<file path="config.mk">
export PLATFORM = sky130hd
export DESIGN_NAME = round_addr_sequencer
export DESIGN_NICKNAME = d
export VERILOG_FILES = /design/src/rtl/round_addr_sequencer_pkg.sv /design/src/rtl/round_addr_sequencer_round_ctr.sv /design/src/rtl/round_addr_sequencer.sv
export SDC_FILE = /design/constraint.sdc
export NUM_CORES = 1
export LEC_CHECK = 0
export BUFFER_PORTS_ARGS = -buffer_cell sky130_fd_sc_hd__buf_2
export CAP_MARGIN = 5
export CORE_AREA = 4 4 41 43
export CTS_CLUSTER_DIAMETER = 80
export CTS_CLUSTER_SIZE = 30
export DETAILED_ROUTE_END_ITERATION = 12
export DIE_AREA = 0 0 45 47
export PLACE_DENSITY = 0.57
export SETUP_SLACK_MARGIN = 0.1
export SLEW_MARGIN = 30
export SYNTH_ARGS = -nofsm -noshare
export SYNTH_HDL_FRONTEND = slang
export SYNTH_SLANG_ARGS = --single-unit
export TNS_END_PERCENT = 10
</file>
<file path="constraint.sdc">
create_clock -name clk -period 2.6 [get_ports clk]
set_input_delay 0.52 -clock clk [delete_from_list [all_inputs] [get_ports clk]]
set_output_delay 0.52 -clock clk [all_outputs]
set_load 0.05 [all_outputs]
</file>
<file path="src/rtl/round_addr_sequencer_pkg.sv">
// Shared AES round-key addressing constants and sequencer state encoding.
package round_addr_sequencer_pkg;

  // AES-128 uses rounds 0..10, so eleven round keys are addressed.
  localparam int unsigned NUM_ROUNDS   = 10;
  localparam int unsigned ROUND_ADDR_W = 4;

  typedef enum logic [1:0] {
    StIdle = 2'd0,
    StRun  = 2'd1,
    StDone = 2'd2
  } seq_state_e;

endpackage

</file>
<file path="src/rtl/round_addr_sequencer_round_ctr.sv">
// round_ctr: loadable up/down round counter with terminal-value compare.
// Stepping saturates at the terminal value, so it never wraps.
// Optional macro DECRYPT_EN enables the down-count direction; without it the
// counter only counts up and the down input is ignored.
module round_ctr
  import round_addr_sequencer_pkg::*;
#(
  parameter int unsigned NUM_ROUNDS = round_addr_sequencer_pkg::NUM_ROUNDS,
  parameter int unsigned ADDR_W     = round_addr_sequencer_pkg::ROUND_ADDR_W
) (
  input  logic              clk,
  input  logic              rst,
  input  logic              load,
  input  logic [ADDR_W-1:0] load_val,
  input  logic              step,
  input  logic              down,
  output logic [ADDR_W-1:0] count,
  output logic              at_term
);

  localparam logic [ADDR_W-1:0] TermHi = ADDR_W'(NUM_ROUNDS);
  localparam logic [ADDR_W-1:0] One    = ADDR_W'(1);

  logic [ADDR_W-1:0] count_q, count_d;

  // Terminal compare: top value when counting up, zero when counting down.
`ifdef DECRYPT_EN
  always_comb begin
    at_term = down ? (count_q == '0) : (count_q == TermHi);
  end
`else
  logic unused_down;
  assign unused_down = down;

  always_comb begin
    at_term = (count_q == TermHi);
  end
`endif

  // Next count: load has priority; a step at the terminal value is dropped.
  always_comb begin
    count_d = count_q;
    if (load) begin
      count_d = load_val;
    end else if (step && !at_term) begin
`ifdef DECRYPT_EN
      count_d = down ? (count_q - One) : (count_q + One);
`else
      count_d = count_q + One;
`endif
    end
  end

  // Count register, synchronously cleared.
  always_ff @(posedge clk) begin
    if (rst) begin
      count_q <= '0;
    end else begin
      count_q <= count_d;
    end
  end

  assign count = count_q;

endmodule

</file>
<file path="src/rtl/round_addr_sequencer.sv">
// round_addr_sequencer: emits the AES round-key address sequence 0..NUM_ROUNDS
// (or NUM_ROUNDS..0) one address per accepted valid/ready beat.
// Optional macro DECRYPT_EN honours the dir input for descending runs; without
// it dir is ignored and every run ascends.
module round_addr_sequencer
  import round_addr_sequencer_pkg::*;
#(
  parameter int unsigned NUM_ROUNDS = round_addr_sequencer_pkg::NUM_ROUNDS,
  parameter int unsigned ADDR_W     = round_addr_sequencer_pkg::ROUND_ADDR_W
) (
  input  logic              clk,
  input  logic              rst,
  input  logic              start,
  input  logic              dir,
  input  logic              abort,
  input  logic              addr_ready,
  output logic [ADDR_W-1:0] addr,
  output logic              addr_valid,
  output logic              last,
  output logic              busy,
  output logic              done
);

  localparam logic [ADDR_W-1:0] TermHi = ADDR_W'(NUM_ROUNDS);

  seq_state_e        state_q, state_d;
  logic              dir_q, dir_d;
  logic              dir_in;
  logic              ctr_load;
  logic              ctr_step;
  logic [ADDR_W-1:0] ctr_load_val;
  logic              at_term;

`ifdef DECRYPT_EN
  assign dir_in = dir;
`else
  logic unused_dir;
  assign unused_dir = dir;
  assign dir_in     = 1'b0;
`endif

  round_ctr #(
    .NUM_ROUNDS (NUM_ROUNDS),
    .ADDR_W     (ADDR_W)
  ) u_round_ctr (
    .clk      (clk),
    .rst      (rst),
    .load     (ctr_load),
    .load_val (ctr_load_val),
    .step     (ctr_step),
    .down     (dir_q),
    .count    (addr),
    .at_term  (at_term)
  );

  // Sequencer next-state: abort beats both start (in IDLE) and the final beat.
  always_comb begin
    state_d      = state_q;
    dir_d        = dir_q;
    ctr_load     = 1'b0;
    ctr_step     = 1'b0;
    ctr_load_val = dir_in ? TermHi : '0;
    unique case (state_q)
      StIdle: begin
        if (start && !abort) begin
          state_d  = StRun;
          dir_d    = dir_in;
          ctr_load = 1'b1;
        end
      end
      StRun: begin
        if (abort) begin
          state_d = StIdle;
        end else if (addr_ready) begin
          if (at_term) begin
            state_d = StDone;
          end else begin
            ctr_step = 1'b1;
          end
        end
      end
      StDone: begin
        state_d = StIdle;
      end
      default: begin
        state_d = StIdle;
      end
    endcase
  end

  // State and latched direction registers.
  always_ff @(posedge clk) begin
    if (rst) begin
      state_q <= StIdle;
      dir_q   <= 1'b0;
    end else begin
      state_q <= state_d;
      dir_q   <= dir_d;
    end
  end

  // Outputs decode registered state only, so no input reaches an output.
  always_comb begin
    addr_valid = (state_q == StRun);
    last       = (state_q == StRun) && at_term;
    busy       = (state_q != StIdle);
    done       = (state_q == StDone);
  end

endmodule

</file>
==> qor.csv, run 1 <==
stage,metric,value,unit
finish,fin_area,425,um2
global_routing,antenna_found_initial,0,
worst_setup_path,required,2080,ps
finish,finish.utilization,32.7,%
clock_network,insertion_delay,240,ps
power,ir_worst_vdd,0.309,mV
job,maxCapViolations,0,
floorplan,coreArea,1300,um2
timing,slew_headroom,80.3,%
timing,rsz0062_at_grt,false,
clock_network,cts.sinks,6,
routing,avgRoutedWirePerCell,10.8,um
logic_synthesis,synth_area,319,um2
worst_setup_path,cp.arrival,1580,ps
routing,drc_errors,0,
logic_synthesis,synth_async_sr_flop_share,0,%
clock_network,cts_root_buf,clkbuf_4,
floorplan,start_util,24.5,%
logic_synthesis,synth_edf_count,0,
clock_network,cts-resized-gates,0,
logic_synthesis,synthMostInstantiatedCell,dfxtp_1,
clock_network,clk_pin_slew,40,ps
timing,drv_slew,0,
placed_design,io_buffers,12,
run_status,status,"complete, no violations",
clock_network,post_cts_buffers,0,
timing,finalHoldViolations,0,
placed_design,post-dp-hpwl,528,um
floorplan,io_pins,14,
timing,skew,0.873,ps
timing,setup_violations,0,
timing,fin_tns_setup,0,ps
logic_synthesis,synthTopCellsByCount,"dfxtp_1 (6), a21oi_1 (3)",
routing,via_count,315,
power,p_leak,0.179,nW
timing,min_period,2100,ps
placed_design,place_area,403,um2
logic_synthesis,ys_warn_count,0,
floorplan,die_w,45,um
timing,fmax,477,MHz
floorplan,die_area,2120,um2
worst_setup_path,crit_fanout,7,
logic_synthesis,synth_top_area_share,37.6,%
global_routing,grt_pass1_wl,1130,um
finish,syn2layout_area_growth,33.3,%
finish,antennaDiodeCount,0,
worst_setup_path,cp-end-kind,output pin,
timing,worst_pin_slew,295,ps
routing,viasPerCell,4.92,
hold_path,hold_class,input port to flop,
logic_synthesis,yosys_most_used_dff,dfxtp_1,
logic_synthesis,ys_seq_elements,6,
logic_synthesis,yosysUniqueCellTypes,22,
global_routing,grt_pass1_vias,277,
routing,wl,689,um
routing,firstDrtPassIters,4,
timing,fin_crit_sh,80.7,%
placed_design,place.gp.congestion,0.712,
finish,drive_above_1_share,38.8,%
routing,drt_iter0_drc,5,
worst_setup_path,path_class,flop to output pin,
finish,nFillCells,141,
clock_network,ctsLongestPathBuffers,2,
global_routing,track_usage,7.93,%
logic_synthesis,syn-num-nets,42,
power,p_total,0.204,mW
global_routing,grt_max_degree,10,
logic_synthesis,synth.largest_area_cell,dfxtp_1,
logic_synthesis,synth.avg_cell_area,9.38,um2
clock_network,h-tree-depth,1,
worst_setup_path,cp-start-kind,flop,
clock_network,cts_hold_buf,0,
floorplan,rows,13,
global_routing,grt_overflow,0,
power,powerDensity,479,nW/um2
clock_network,numCtsBuffers,3,
finish,nets,59,
logic_synthesis,ys_seq_area_share,37.6,%
clock_network,cts_tree,built,
logic_synthesis,syn_inst,34,
floorplan,die_h,47,um
logic_synthesis,yosys-top-cells-area,"dfxtp_1 (38%), ha_1 (7.8%), a311oi_1 (5.5%)",
routing,drtAntennaViolNets,0,
## cell usage in the layout (no fill, tap or decap)
cell type	count
nor4_1	1
and2b_1	1
nand4bb_1	1
buf_2	12
nand3b_1	1
a21oi_1	3
or2_2	2
a21o_1	1
o22ai_1	1
clkbuf_4	3
inv_1	1
nand2_1	2
nor4b_1	1
nand3_1	2
a31oi_1	1
a311oi_1	2
nor2b_1	1
nor3b_2	1
and4bb_4	1
or3_1	1
ha_1	2
nor3_1	1
dfxtp_1	6
o21ai_0	1
## worst max-delay path, cell delays in order (launching register included)
cell	delay (ps)
dfxtp_1	330
inv_1	100
ha_1	170
nand3b_1	230
nor3b_2	210
buf_2	280
## flip-flops by register name, summed over array words and instances, names as in the netlist
signal	flops
state_q	2
u_round_ctr.count	4
## path summary, 6_finish.rpt
kind                                startpoint  cells after the start                                end  slack, ps
max          u_round_ctr.count[0]$_SDFFE_PP0P_                      5                               last        500
min                                        rst                      2            state_q[1]$_SDFFE_PP0P_        470
max reg2reg  u_round_ctr.count[0]$_SDFFE_PP0P_                      5  u_round_ctr.count[1]$_SDFFE_PP0P_       1240
min reg2reg  u_round_ctr.count[3]$_SDFFE_PP0P_                      2  u_round_ctr.count[3]$_SDFFE_PP0P_        520
## cell families (layout without fill, tap and decap cells)
| logic type | after synthesis | in the layout | synth area share (%) |
|---|---|---|---|
| AOI/OAI and AO/OA | 9 | 9 | 18.0 |
| adders and majority gates | 2 | 2 | 7.84 |
| buffers and inverters | 1 | 16 | 1.18 |
| DFF | 6 | 6 | 37.6 |
| and+or+nand+nor | 16 | 16 | 35.3 |
## per-layer routing
metal	GRT usage (%)	up-vias	part of all wire, %
met1	9.66	137	46
li1	-	163	-
met5	0	-	0
met4	1.75	0	0
met2	10.5	15	41
met3	6.90	0	13
## report_power, final
group	switching, mW	total, mW	leakage (nW)	internal (mW)
registers	0.00190	0.0955	0.0485	0.0936
logic	0.0139	0.0226	0.116	0.00873
clock network	0.0333	0.0855	0.0138	0.0522
## final cells by class
class                           instances  area [um2]  area share (%)
Multi-Input combinational cell         27         200            47.1
Timing Repair Buffer                   12        60.1            14.1
Sequential cell                         6         120            28.2
Inverter                                1        3.75           0.882
Tap cell                               15        18.8            4.41
Clock buffer                            3        22.5            5.29
## through the flow
step | instances | setup WS (ps) | hold WS, ps
after global routing | 64 | 390 | 456
final | 64 | 502 | 472
after CTS | 64 | 483 | 466
after floorplan | 34 | 241 | 516
after detailed placement | 61 | 752 | 518
after global placement | 61 | 781 | 507
Note: power is estimated with default switching activity, not from simulation.
==> inputs of run 2 (changes only) <==
Clock period 2.6 ns to 2.1 ns, I/O delays scaled along.
==> run 2 against run 1 <==
Count of clock-buffer cells in the layout unchanged. Wire length is 4.4% higher. Clock skew grew 3.1 ps. Register-to-register slack got worse by 450 ps. Largest cell class unchanged. Highest routed layer unchanged.
==> qor.csv, run 2 (synthesis gave the netlist of run 1 again) <==
stage,metric,value,unit,change
power,pwr-share-clk,41.8,%,-0.2 points
placed_design,io_buffers,12,,unchanged
timing,setup_violations,0,,unchanged
worst_setup_path,cp.arrival,1450,ps,-130 ps
routing,drtAntennaViolNets,0,,unchanged
finish,drive_above_1_share,44.0,%,+5.2 points
floorplan,die_h,47,um,unchanged
hold_path,worstHoldEndpoint,state_q[0]$_SDFFE_PP0P_,,
clock_network,cts-resized-gates,0,,unchanged
power,p_leak,0.184,nW,+3.1%
hold_path,whs_path_depth,2,,unchanged
power,seqPwrFrac,47.0,%,about the same
global_routing,grt_pass1_vias,309,,+12%
global_routing,grt_pass1_wl,1260,um,+12%
hold_path,hold_class,input port to flop,,
clock_network,cts_root_buf,clkbuf_4,,
global_routing,grt_max_degree,10,,unchanged
clock_network,insertion_delay,240,ps,about the same
clock_network,cts.sinks,6,,unchanged
timing,skew,3.96,ps,+3.09 ps
routing,firstDrtPassIters,2,,-2
floorplan,rows,13,,unchanged
clock_network,cts_hold_buf,0,,unchanged
clock_network,cts_tree,built,,
worst_setup_path,path_class,flop to output pin,,
worst_setup_path,rrSetupSlack,790,ps,-450 ps
placed_design,dp_worst_setup_slack,472,ps,-280 ps
worst_setup_path,reg2reg_depth,6,,+1
finish,antennaDiodeCount,0,,unchanged
routing,wl,719,um,+4.4%
timing,fmax,534,MHz,
timing,fin_tns_setup,0,ps,unchanged
finish,final_cell_mix,"buf_2 (12), dfxtp_1 (4), a21oi_1 (3), clkbuf_4 (3)",,
run_status,status,"complete, no violations",,
worst_setup_path,cp-start-kind,flop,,
floorplan,die_w,45,um,unchanged
global_routing,track_usage,8.70,%,+0.77 points
finish,final_common_cell,buf_2,,
timing,fin_crit_sh,89.2,%,
worst_setup_path,r2r-end,u_round_ctr.count[1]$_SDFFE_PP0P_,,
timing,rsz0062_at_grt,false,,
timing,drv_slew,0,,unchanged
power,power_switching,0.0609,mW,+24%
clock_network,post_cts_buffers,0,,unchanged
clock_network,ctsLongestPathBuffers,2,,unchanged
power,swShare,24.1,%,about the same
finish,syn2layout_area_growth,38.4,%,
finish,nFillCells,153,,+8.5%
finish,fin_area,442,um2,+3.8%
worst_setup_path,cp-end-kind,output pin,,
global_routing,grt_overflow,0,,unchanged
routing,drc_errors,0,,unchanged
timing,slew_headroom,82.3,%,+2.0 points
timing,min_period,1870,ps,
placed_design,place_area,419,um2,+4.0%
routing,viasPerCell,4.85,,-1.5%
power,ir_worst_vdd,0.264,mV,-15%
floorplan,io_pins,14,,unchanged
floorplan,start_util,24.5,%,unchanged
placed_design,post-dp-hpwl,589,um,+12%
timing,setup_slack,227,ps,-275 ps
global_routing,antenna_found_initial,0,,unchanged
placed_design,place.gp.congestion,0.707,,-0.77%
power,internal-power,0.192,mW,+24%
routing,via_count,315,,unchanged
timing,finalHoldViolations,0,,unchanged
worst_setup_path,crit_fanout,4,,-3
finish,largest_register_ffs,4,,unchanged
clock_network,clk_pin_slew,50,ps,about the same
timing,worst_pin_slew,265,ps,-29.8 ps
clock_network,h-tree-depth,1,,unchanged
floorplan,die_area,2120,um2,unchanged
power,powerDensity,572,nW/um2,+19%
power,power.share.combinational,11.3,%,+0.2 points
floorplan,coreArea,1300,um2,unchanged
clock_network,numCtsBuffers,3,,unchanged
worst_setup_path,r2r-start,u_round_ctr.count[0]$_SDFFE_PP0P_,,
routing,drt_iter0_drc,1,,-4
routing,avgRoutedWirePerCell,11.1,um,+2.7%
finish,nets,60,,+1.7%
job,maxCapViolations,0,,unchanged
worst_setup_path,required,1680,ps,-400 ps
hold_path,hp-start,rst,,
==> run 2: cell count changes in the layout (fill, tap and decap cells not counted), sizes merged <==
cell  previous run  this run
buf             12        13
==> run 2: power groups by stage <==
stage	clock network (mW)	logic, mW	registers (mW)
finish	0.106	0.0284	0.119
global route	0.120	0.0310	0.119
CTS	0.111	0.0286	0.119
detailed placement	0	0.0285	0.121
global placement	0	0.0283	0.121
floorplan	0	0.0168	0.123
==> run 2: area by class of cell <==
cell class	count	area, um2	share of cell area (%)
clock buffer	3	22.5	5.10
inverter	1	3.75	0.850
timing repair buffer	13	67.6	15.3
tap	15	18.8	4.25
sequential	6	123	27.8
multi-input combinational	27	206	46.7
==> run 2: metrics by stage <==
step	hold WS [ps]	total power, mW	instances	utilization, %
floorplan	497	0.139	34	-
global placement	508	0.149	62	32.2
detailed placement	514	0.149	62	32.2
CTS	356	0.258	65	33.9
global route	358	0.270	65	33.9
finish	363	0.253	65	33.9
==> run 2: critical path, cell delays in order (launching register included) <==
cell and delay (ps):
dfxtp_2 320, inv_1 90, ha_1 170, nand3b_1 150, nor3b_4 200, buf_2 280
==> run 2: how the worst max path moves through the flow <==
| stage | slack [ps] | start | to | cells after the start |
|---|---|---|---|---|
| floorplan | 130 | u_round_ctr.count[3]$_SDFFE_PP0P_ | last | 2 |
| global placement | 480 | u_round_ctr.count[0]$_SDFFE_PP0P_ | last | 5 |
| detailed placement | 470 | u_round_ctr.count[0]$_SDFFE_PP0P_ | last | 5 |
| CTS | 210 | u_round_ctr.count[0]$_SDFFE_PP0P_ | last | 5 |
| global route | 130 | u_round_ctr.count[0]$_SDFFE_PP0P_ | last | 5 |
| finish | 230 | u_round_ctr.count[0]$_SDFFE_PP0P_ | last | 5 |
==> run 2: metal layers <==
layer / GRT usage, % / vias to the layer above / part of all wire, %
met5: 0 / - / 0
met4: 3.51 / 0 / 0
met1: 8.68 / 142 / 43
met2: 13.6 / 8 / 48
met3: 6.90 / 0 / 8.8
li1: - / 165 / -
==> inputs of run 3 (changes only) <==
Clock period 2.1 ns to 1.8 ns, I/O delays scaled along.
==> run 3 against run 2 <==
Wire length grew 7.0%. Setup slack lost 120 ps. Final area grew 12%. Critical path type unchanged. Highest routed layer unchanged.
==> qor.csv, run 3 (synthesis gave the netlist of run 1 again) <==
stage,metric,value,unit,change
finish,seqCellArea,130,um2,+6.1%
clock_network,insertion_delay,250,ps,about the same
routing,highest_layer,met3,,
power,powerDensity,619,nW/um2,+8.1%
routing,via_count,333,,+5.7%
timing,fin_tns_setup,0,ps,unchanged
worst_setup_path,required,1440,ps,-240 ps
global_routing,grt_pass1_wl,1350,um,+6.6%
routing,avgRoutedWirePerCell,11.1,um,+0.75%
routing,drtAntennaViolNets,0,,unchanged
global_routing,grt_max_degree,10,,unchanged
worst_setup_path,cp.arrival,1330,ps,-120 ps
finish,final_common_cell,buf_2,,
timing,min_period,1690,ps,
clock_network,cts_hold_buf,0,,unchanged
placed_design,dp.cells,62,,unchanged
clock_network,cts_root_buf,clkbuf_4,,
timing,fin_crit_sh,94.0,%,
timing,setup_slack,107,ps,-120 ps
finish,largest_register_ffs,4,,unchanged
power,p_total,0.307,mW,+22%
floorplan,coreArea,1300,um2,unchanged
finish,final_cell_count_no_fill,69,,+6.2%
hold_path,hp-start,rst,,
placed_design,place.gp.congestion,0.692,,-2.1%
worst_setup_path,crit_fanout,4,,unchanged
clock_network,h-tree-depth,1,,unchanged
routing,wl,769,um,+7.0%
timing,slew_headroom,82.3,%,about the same
timing,skew,8.77,ps,+4.81 ps
finish,antennaDiodeCount,0,,unchanged
floorplan,start_util,24.5,%,unchanged
job,maxCapViolations,0,,unchanged
routing,drc_errors,0,,unchanged
clock_network,ctsLongestPathBuffers,2,,unchanged
routing,viasPerCell,4.83,,-0.41%
placed_design,io_buffers,12,,unchanged
clock_network,cts.sinks,6,,unchanged
floorplan,rows,13,,unchanged
floorplan,die_w,45,um,unchanged
finish,multi_input_area,219,um2,+6.1%
floorplan,die_area,2120,um2,unchanged
worst_setup_path,path_class,flop to output pin,,
timing,whs,306,ps,-57.2 ps
timing,fmax,591,MHz,
timing,worst_pin_slew,265,ps,-0.138 ps
timing,finalHoldViolations,0,,unchanged
worst_setup_path,cp_num_buf_inv,2,,unchanged
power,ir_worst_vdd,0.312,mV,+18%
power,p_leak,0.203,nW,+10%
global_routing,grt_pass1_vias,308,,-0.32%
routing,wl_met1,345,um,+11%
routing,dr_wl_met3,69,um,+9.5%
placed_design,dp_worst_setup_slack,289,ps,-183 ps
timing,drv_slew,0,,unchanged
worst_setup_path,crit_path_cell_trace,inv_4 > ha_4 > nand3b_1 > nor3b_4 > buf_6,,
floorplan,die_h,47,um,unchanged
finish,nFillCells,153,,unchanged
timing,rsz0062_at_grt,true,,
run_status,status,"complete, no violations",,
finish,final_cell_mix,"buf_2 (11), buf_4 (4), a21oi_1 (3), clkbuf_4 (3)",,
floorplan,io_pins,14,,unchanged
worst_setup_path,cp-end-kind,output pin,,
clock_network,cts_tree,built,,
worst_setup_path,slowest_stage,dfxtp_4,,
routing,firstDrtPassIters,4,,+2
finish,drive_above_1_share,53.7,%,+9.7 points
placed_design,post-dp-hpwl,564,um,-4.2%
global_routing,grt_overflow,0,,unchanged
worst_setup_path,max_stage_delay,360,ps,+40 ps
routing,drt_iter0_drc,3,,+2
worst_setup_path,crit_start,u_round_ctr.count[0]$_SDFFE_PP0P_,,
timing,setup_violations,0,,unchanged
global_routing,antenna_found_initial,0,,unchanged
routing,wl_met2,354,um,+2.9%
global_routing,track_usage,8.96,%,+0.26 points
hold_path,hold_class,input port to flop,,
worst_setup_path,cp-start-kind,flop,,
finish,syn2layout_area_growth,55.7,%,
finish,nets,63,,+5.0%
worst_setup_path,critical-path-top-delay-family,flip-flops,,
clock_network,clk_pin_slew,50,ps,about the same
clock_network,numCtsBuffers,3,,unchanged
worst_setup_path,r2r-start,u_round_ctr.count[0]$_SDFFE_PP0P_,,
-- run 3: per-layer routing --
metal  vias to the layer above  GRT usage [%]
met2                        12           13.0
met3                         0           3.45
met4                         0           5.26
met1                       146           11.3
li1                        175              -
met5                         -              0
-- run 3: final cells by class --
class,instances,share of cell area [%]
Multi-Input combinational cell,27,44.1
Timing Repair Buffer,16,19.4
Tap cell,15,3.78
Clock buffer,4,5.29
Sequential cell,6,26.2
Inverter,1,1.26
-- run 3: what timing repair did --
action,CTS,global route
buffers inserted,1,2
gates resized for setup,2,0
setup endpoints to repair,1,1
pin swaps,1,2
-- run 3: worst paths after layout --
path	endpoint	depth (start not counted)	slack, ps
worst min-delay path	state_q[1]$_SDFFE_PP0P_	2	310
worst max-delay path	last	5	110
worst min register to register	u_round_ctr.count[2]$_SDFFE_PP0P_	1	490
worst max register to register	u_round_ctr.count[1]$_SDFFE_PP0P_	7	340
-- run 3: worst reg2reg max path: stages, from the launching register on --
cell      delay [ps]
dfxtp_4          360
inv_4             60
ha_4             120
nand3b_1         140
buf_4            170
buf_4            120
buf_4            140
a311oi_1         250
-- run 3: per-stage QoR --
stage / cell area (um2) / util, %
floorplan: 355 / -
global placement: 442 / 33.9
detailed placement: 442 / 33.9
CTS: 482 / 37.0
global route: 497 / 38.2
finish: 497 / 38.2
-- run 3: where the power goes --
| group | total [mW] | switching (mW) | internal, mW |
|---|---|---|---|
| sequential | 0.136 | 0.00346 | 0.133 |
| clock | 0.137 | 0.0527 | 0.0842 |
| combinational | 0.0343 | 0.0203 | 0.0140 |
